==> config.mk <==
export PLATFORM = sky130hd
export DESIGN_NAME = biquad_log_writer
export DESIGN_NICKNAME = d
export VERILOG_FILES = /design/src/rtl/biquad_log_writer.sv
export SDC_FILE = /design/constraint.sdc
export NUM_CORES = 1
export LEC_CHECK = 0
export CAP_MARGIN = 40
export CORE_MARGIN = 3
export CORE_UTILIZATION = 30
export DETAILED_ROUTE_END_ITERATION = 8
export PLACE_DENSITY = 0.5
export SYNTH_ARGS = -nofsm -noshare
export SYNTH_HDL_FRONTEND = slang
export SYNTH_SLANG_ARGS = --single-unit
==> constraint.sdc <==
create_clock -name wb_clk_i -period 3.2 [get_ports wb_clk_i]
set_input_delay 0.64 -clock wb_clk_i [delete_from_list [all_inputs] [get_ports wb_clk_i]]
set_output_delay 0.64 -clock wb_clk_i [all_outputs]
set_load 0.02 [all_outputs]
==> src/rtl/biquad_log_writer.sv <==
// Wishbone write master that records the biquad output stream into the logging blockram.
// Define LOG_WRAP_EN for circular capture (ends only on stop); default is one-shot capture of DEPTH words.
module biquad_log_writer #(
    parameter int ADDR_W = 11,
    parameter int DATA_W = 16,
    parameter int DEPTH  = 2048
) (
    input  logic              wb_clk_i,
    input  logic              wb_rst_i,
    input  logic [DATA_W-1:0] sample_i,
    input  logic              sample_valid_i,
    input  logic [7:0]        decim_i,
    input  logic              arm_i,
    input  logic              stop_i,
    output logic              log_wb_cyc_o,
    output logic              log_wb_stb_o,
    output logic              log_wb_we_o,
    output logic [ADDR_W-1:0] log_wb_adr_o,
    output logic [DATA_W-1:0] log_wb_dat_o,
    input  logic              log_wb_ack_i,
    output logic              busy_o,
    output logic              done_o,
    output logic              overrun_o,
    output logic [ADDR_W:0]   wr_ptr_o
);

    localparam int PTR_W = ADDR_W + 1;
    localparam logic [PTR_W-1:0]  DEPTH_P   = PTR_W'(DEPTH);
    localparam logic [ADDR_W-1:0] LAST_ADDR = ADDR_W'(DEPTH - 1);

    localparam logic [1:0] S_IDLE  = 2'd0;
    localparam logic [1:0] S_WAIT  = 2'd1;
    localparam logic [1:0] S_WRITE = 2'd2;

    logic [1:0]        state_q, state_d;
    logic              cyc_q, cyc_d;
    logic [ADDR_W-1:0] adr_q, adr_d;
    logic [DATA_W-1:0] dat_q, dat_d;
    logic [ADDR_W-1:0] addr_q, addr_d;
    logic [PTR_W-1:0]  ptr_q, ptr_d;
    logic [7:0]        cnt_q, cnt_d;
    logic              busy_q, busy_d;
    logic              done_q, done_d;
    logic              ovr_q, ovr_d;
    logic              pend_q, pend_d;
    logic              sel_s;
    logic              full_s;
    logic [PTR_W-1:0]  ptr_inc_s;

    // A valid sample is selected when the decimation counter completes its period.
    always_comb begin
        sel_s = sample_valid_i && ((decim_i <= 8'd1) || (cnt_q == (decim_i - 8'd1)));
    end

`ifdef LOG_WRAP_EN
    // Circular mode: pointer saturates at DEPTH and never ends the capture by itself.
    always_comb begin
        full_s = 1'b0;
        if (ptr_q == DEPTH_P) begin
            ptr_inc_s = ptr_q;
        end else begin
            ptr_inc_s = ptr_q + PTR_W'(1);
        end
    end
`else
    // One-shot mode: the write that brings the pointer to DEPTH closes the capture.
    always_comb begin
        ptr_inc_s = ptr_q + PTR_W'(1);
        full_s    = (ptr_inc_s == DEPTH_P);
    end
`endif

    // Next-state logic for the capture controller and bus signals.
    always_comb begin
        state_d = state_q;
        cyc_d   = cyc_q;
        adr_d   = adr_q;
        dat_d   = dat_q;
        addr_d  = addr_q;
        ptr_d   = ptr_q;
        cnt_d   = cnt_q;
        done_d  = done_q;
        ovr_d   = ovr_q;
        pend_d  = pend_q;
        if ((state_q != S_IDLE) && sample_valid_i) begin
            cnt_d = sel_s ? 8'd0 : (cnt_q + 8'd1);
        end else begin
            cnt_d = cnt_q;
        end
        case (state_q)
            S_IDLE: begin
                if (arm_i) begin
                    ptr_d   = '0;
                    addr_d  = '0;
                    cnt_d   = 8'd0;
                    done_d  = 1'b0;
                    ovr_d   = 1'b0;
                    pend_d  = 1'b0;
                    state_d = S_WAIT;
                end else begin
                    state_d = S_IDLE;
                end
            end
            S_WAIT: begin
                if (stop_i) begin
                    done_d  = 1'b1;
                    state_d = S_IDLE;
                end else if (sel_s) begin
                    dat_d   = sample_i;
                    adr_d   = addr_q;
                    cyc_d   = 1'b1;
                    state_d = S_WRITE;
                end else begin
                    state_d = S_WAIT;
                end
            end
            S_WRITE: begin
                if (sel_s) begin
                    ovr_d = 1'b1;
                end else begin
                    ovr_d = ovr_q;
                end
                if (stop_i) begin
                    pend_d = 1'b1;
                end else begin
                    pend_d = pend_q;
                end
                // The bus cycle is held until ack; a stop never abandons it.
                if (log_wb_ack_i) begin
                    cyc_d  = 1'b0;
                    ptr_d  = ptr_inc_s;
                    addr_d = (addr_q == LAST_ADDR) ? '0 : (addr_q + ADDR_W'(1));
                    if (full_s || pend_q || stop_i) begin
                        done_d  = 1'b1;
                        state_d = S_IDLE;
                    end else begin
                        state_d = S_WAIT;
                    end
                end else begin
                    state_d = S_WRITE;
                end
            end
            default: begin
                cyc_d   = 1'b0;
                state_d = S_IDLE;
            end
        endcase
        busy_d = (state_d != S_IDLE);
    end

    // State and output registers with synchronous reset.
    always_ff @(posedge wb_clk_i) begin
        if (wb_rst_i) begin
            state_q <= S_IDLE;
            cyc_q   <= 1'b0;
            adr_q   <= '0;
            dat_q   <= '0;
            addr_q  <= '0;
            ptr_q   <= '0;
            cnt_q   <= 8'd0;
            busy_q  <= 1'b0;
            done_q  <= 1'b0;
            ovr_q   <= 1'b0;
            pend_q  <= 1'b0;
        end else begin
            state_q <= state_d;
            cyc_q   <= cyc_d;
            adr_q   <= adr_d;
            dat_q   <= dat_d;
            addr_q  <= addr_d;
            ptr_q   <= ptr_d;
            cnt_q   <= cnt_d;
            busy_q  <= busy_d;
            done_q  <= done_d;
            ovr_q   <= ovr_d;
            pend_q  <= pend_d;
        end
    end

    // cyc, stb and we come from one register so we can never be high outside a cycle.
    assign log_wb_cyc_o = cyc_q;
    assign log_wb_stb_o = cyc_q;
    assign log_wb_we_o  = cyc_q;
    assign log_wb_adr_o = adr_q;
    assign log_wb_dat_o = dat_q;
    assign busy_o       = busy_q;
    assign done_o       = done_q;
    assign overrun_o    = ovr_q;
    assign wr_ptr_o     = ptr_q;

endmodule

Word level (Yosys, flattened, before mapping)
Cells that the tools add are included.
{"block": "totals", "ff_bits": 65, "word_cells": 75, "input_bits": 30}
{"block": "classes", "n_lt_le_gt_ge": 1, "bitwise_logic": 2, "eq_ne": 13, "add_sub_neg": 4, "mux": 28, "n_reduce_logical": 16}
{"op": "11-bit 2-to-1 mux", "n": 3}
{"op": "8-bit 2-to-1 mux", "n": 4}
{"op": "12-bit 2-to-1 mux", "n": 2}
{"op": "12-bit case mux with 2 select lines", "n": 1}
{"op": "11-bit case mux with 2 select lines", "n": 1}
{"op": "2-bit inequality test (second input constant)", "n": 8}
{"op": "12-bit by 1-bit adder with 12-bit output (second input constant)", "n": 1}
{"op": "12-bit == test (second input constant)", "n": 1}
{"op": "3-bit AND reduction", "n": 4}
{"op": "11-bit by 1-bit adder with 11-bit output (second input constant)", "n": 1}
{"op": "11-bit == test (second input constant)", "n": 1}
{"op": "1-bit 2-to-1 mux", "n": 9}
{"op": "8-bit by 1-bit adder with 8-bit output (second input constant)", "n": 1}
{"op": "8-bit == test", "n": 1}
{"op": "8-bit by 1-bit <= comparator with 1-bit output (second input constant)", "n": 1}
{"op": "8-bit by 1-bit subtractor with 8-bit output (second input constant)", "n": 1}
{"op": "2-bit 2-to-1 mux", "n": 3}
{"op": "1-bit case mux with 3 select lines", "n": 2}
{"op": "2-bit case mux with 3 select lines", "n": 1}
{"op": "2-bit nonzero test", "n": 3}
{"op": "5-bit AND reduction", "n": 1}
{"op": "1-bit case mux with 2 select lines", "n": 2}
{"op": "4-bit AND reduction", "n": 1}
{"op": "1-bit logical OR", "n": 3}
{"op": "other kinds (6)", "n": 8}

Longest topological paths before layout
{"block": "logic_depth", "word_depth": 8, "ltp_mapped": 10}

Least setup slack after synthesis
OpenSTA, ideal clock, no wires.
{"block": "synth_timing", "path_type": "input to register", "startpoint": "input port decim_i[0]", "endpoint": "register adr_q[0] (netlist: log_wb_adr_o[0])", "setup_slack_ns": 0.720, "t_required_ns": 3.128, "stages": 10, "t_arrival_ns": 2.408, "setup_ns": 0.072, "cell_sequence": "inv_1 -> ha_1 -> nor2b_1 -> or3_1 -> a31oi_1 -> nand4_2 -> a21oi_4 -> buf_12 -> buf_12 -> mux2i_1"}
{"block": "synth_via", "elab_chain_len": 5, "elab_cells_between_ends": 6}
{"element": "start, declared", "line_no": "12", "rtl": "input logic [7:0] decim_i,"}
{"element": "8-bit by 1-bit subtractor with 8-bit output", "line_no": "52", "rtl": "sel_s = sample_valid_i && ((decim_i <= 8'd1) || (cnt_q == (decim_i - 8'd1)));"}
{"element": "8-bit == test", "line_no": "52"}
{"element": "1-bit logical OR *", "line_no": "52"}
{"element": "1-bit logical AND *", "line_no": "52"}
{"element": "3-bit AND reduction (no line) *"}
{"element": "end signal, assigned", "line_no": "168", "rtl": "adr_q <= adr_d;"}
{"element": "end, declared", "line_no": "37", "rtl": "logic [ADDR_W-1:0] adr_q, adr_d;"}
Every way passes the cells marked *; elsewhere a longest branch is shown, timed or not.
A chain may end at the register's enable or synchronous reset.

Worst setup path in the final report
{"block": "layout_timing", "startpoint": "input port decim_i[1]", "endpoint": "register state_q[0]"}
{"block": "layout_via", "elab_chain_len": 7, "elab_cells_between_ends": 8}
{"element": "8-bit by 1-bit subtractor with 8-bit output", "line_no": "52"}
{"element": "8-bit == test", "line_no": "52"}
{"element": "1-bit logical OR *", "line_no": "52"}
{"element": "1-bit logical AND *", "line_no": "52"}
{"element": "2-bit 2-to-1 mux *", "line_no": "108", "rtl": "end else if (sel_s) begin"}
{"element": "2-bit 2-to-1 mux *", "line_no": "105", "rtl": "if (stop_i) begin"}
{"element": "2-bit case mux with 3 select lines *", "line_no": "90", "rtl": "case (state_q)"}
{"element": "end signal, assigned", "line_no": "166", "rtl": "state_q <= state_d;"}
{"element": "end, declared", "line_no": "35", "rtl": "logic [1:0] state_q, state_d;"}
Marked as above.

==> results.sh <==
export IMPL_yosys_register_bits=65
export IMPL_final_common_cell="clkdlybuf4s50_1"
export IMPL_via_per_inst=4.81
export IMPL_power_leakage_uw=0.00157
export IMPL_worst_path_largest_cell_delay_ps=500
export IMPL_cts_buffers=9
export IMPL_nFillCells=1137
export IMPL_vias=2960
export IMPL_gp_congestion=0.763
export IMPL_clock_latency_ps=320
export IMPL_critPathLaunchType="input port"
export IMPL_cts_resized=0
export IMPL_switching_share_pct=22.2
export IMPL_whs_ps=470
export IMPL_fin_crit_ps=2720
export IMPL_num_io_pins=75
export IMPL_synth_fp_nets=440
export IMPL_antenna_found_initial=0
export IMPL_die_h_um=114
export IMPL_crit_path_top_delay_cell="clkdlybuf4s50_1"
export IMPL_synth_cell_type_count=50
export IMPL_worst_pin_slew_ps=646
export IMPL_clockBufferDepth=2
export IMPL_start_util_pct=31.3
export IMPL_gr_total_overflow=0
export IMPL_seq_power_share_pct=42.1
export IMPL_worstReg2RegEnd="addr_q[2]"
export IMPL_end_kind="register"
export IMPL_rsz0062_at_grt="false"
export IMPL_cp_max_fo=5
export IMPL_critical_path_top_delay_family="buffers and inverters"
export IMPL_combPwrFrac_pct=7.5
export IMPL_wl_per_cell_um=13.6
export IMPL_path_cells="clkdlybuf4s50_1 -> inv_1 -> ha_1 -> xor2_1 -> nand2_1 -> nor4b_1 -> nand4_2 -> buf_4 -> a21boi_1 -> o32ai_1"
export IMPL_dp_hpwl_um=5930
export IMPL_seq_area_frac_synth_pct=37.5
export IMPL_cts_htree_levels=3
export IMPL_setup_tns_final_ps=0
export IMPL_regArea_um2=1300
export IMPL_drive_above_1_share_pct=7.14
export IMPL_cap_viol_max_count=0
export IMPL_track_usage_pct=13.5
export IMPL_multi_input_comb_area_um2=2000
export IMPL_finalSetupViolations=0
export IMPL_grtUsageMet3_pct=3.82
export IMPL_rows=38
export IMPL_p_int_uw=1510
export IMPL_synth_avg_cell_area_um2=8.66
export IMPL_cts_sinks=65
export IMPL_total_power_uw=1940
export IMPL_synth_area_um2=3470
export IMPL_required_ps=3380
export IMPL_path_clk_slew_ps=50
export IMPL_async_flop_share_pct=0
export IMPL_ir_worst_vdd_uv=222
export IMPL_r2r_cells=7
export IMPL_place_inst=600
export IMPL_synth_cells=401
export IMPL_ctsHoldBuffers=0
export IMPL_cts_tree="done"
export IMPL_cp_depth=10
export IMPL_die_x_um=114
export IMPL_drc_errors=0
export IMPL_area_growth_pct=32.7
export IMPL_post_cts_buffers=0
export IMPL_p_switching_uw=431
export IMPL_fin_nets=510
export IMPL_core_area_um2=11100
export IMPL_pwr_share_clk_pct=50.4
export IMPL_fin_crit_sh_pct=85.2
export IMPL_drtPass1Iterations=4
export IMPL_met1_usage_pct=17.5
export IMPL_cp_arrival_ps=2910
export IMPL_die_area_um2=12900
export IMPL_top_usage_layer="met2"
export IMPL_routed_wl_um=8370
export IMPL_most_common_layout_cells="clkdlybuf4s50_1, dfxtp_1, nand2b_1, nor2_1, nand2_1"
export IMPL_critPathCapture="state_q[0]"
export IMPL_grt_pass1_wl_um=14200
export IMPL_slew_viol_final=0
export IMPL_status="finished clean"
export IMPL_postRouteAntennaNets=0
export IMPL_hold_viol_final=0
export IMPL_ys_warn_count=0
export IMPL_port_buffers=74
export IMPL_synthFlopType="dfxtp_1"
export IMPL_grt_max_degree=35
export IMPL_slew_headroom_pct=57.0
export IMPL_cts_root_buf="clkbuf_16"
export IMPL_rr_startpoint="state_q[0]"
export IMPL_met2_usage_pct=21.9
export IMPL_regToRegSetupSlack_ps=860
export IMPL_critPathKind="in2reg"
export IMPL_critPathBufInv=3
export IMPL_num_antenna_cells=0
export IMPL_power_density_nw_per_um2=422
export IMPL_grt_pass1_vias=2961
export IMPL_drt_iter0_drc=133
export IMPL_fmax_ghz=0.367
export IMPL_hold_class="reg2reg"
export IMPL_startpoint="decim_i[1]"
export IMPL_synth_edf_count=0
export IMPL_clock_skew_final_ps=9.25
export IMPL_stdcell_count=616
power groups by stage:
stage                     Clock [uW]  Combinational (uW)  Sequential, uW
after floorplan                    0                76.0             837
after global placement             0                 145             836
after detailed placement           0                 146             836
after CTS                       1010                 147             818
after global routing            1050                 162             818
final                            979                 145             818
final cells by class:
cell class	instances	share of cell area, %
multi-input cells	307	43.4
flip-flops and latches	65	28.2
clock buffers	11	5.27
repair buffers	83	17.7
clock inverters	5	1.20
well taps	140	3.80
inverters	5	0.407
tightest hold or removal path, cell delays in order, from the launching register on:
cell and delay [ps]:
dfxtp_1 310, nand2b_1 60, mux2i_1 50
Yosys cell counts (7+ instances only):
library cell,count,area [um2]
dfxtp_1,65,1300
nand2b_1,58,363
nor2_1,36,135
nand2_1,30,113
mux2i_1,29,290
a21oi_1,20,100
clkbuf_1,17,63.8
nor3_1,16,80.1
xor2_1,13,114
xnor2_1,12,105
nand3_1,10,50.1
ha_1,9,113
nand4_1,9,56.3
o21ai_0,9,45.0
nor2b_1,7,43.8
worst min-delay path by stage:
stage                           from                to  cells past startpoint  slack [ps]
finish               log_wb_adr_o[8]   log_wb_adr_o[8]                      2         470
floorplan                 addr_q[10]        addr_q[10]                      2         450
CTS                  log_wb_adr_o[8]   log_wb_adr_o[8]                      2         470
global route        log_wb_dat_o[12]  log_wb_dat_o[12]                      2         490
detailed placement   log_wb_adr_o[0]   log_wb_adr_o[0]                      2         460
global placement    log_wb_dat_o[12]  log_wb_dat_o[12]                      2         460
stage by stage:
| step | setup WS [ps] | area, um2 | utilization, % |
|---|---|---|---|
| final | 475 | 4610 | 41.6 |
| after global routing | 245 | 4610 | 41.6 |
| after CTS | 501 | 4610 | 41.6 |
| after detailed placement | 163 | 4310 | 38.9 |
| after global placement | 195 | 4310 | 38.9 |
| after floorplan | 720 | 3470 | - |
routing by layer:
metal / vias up / share of wire (%)
li1: 1517 / -
met5: - / 0
met1: 1365 / 47
met3: 10 / 5.1
met2: 68 / 47
met4: 0 / 0.97
logic make-up after synthesis:
family / share of synthesized area (%)
compound gates: 9.62
xor+xnor: 6.31
fa+ha+maj: 3.24
buf+inv: 4.97
flops: 37.5
mux: 8.36
simple gates: 30.0
flip-flops by register name, indices dropped and copies added, names as in the netlist:
signal and flops:
overrun_o 1, log_wb_cyc_o 1, wr_ptr_o 12, addr_q 11
log_wb_adr_o 11, done_o 1, log_wb_dat_o 16, busy_o 1
pend_q 1, cnt_q 8, state_q 2
(Power assumes the default switching activity.)
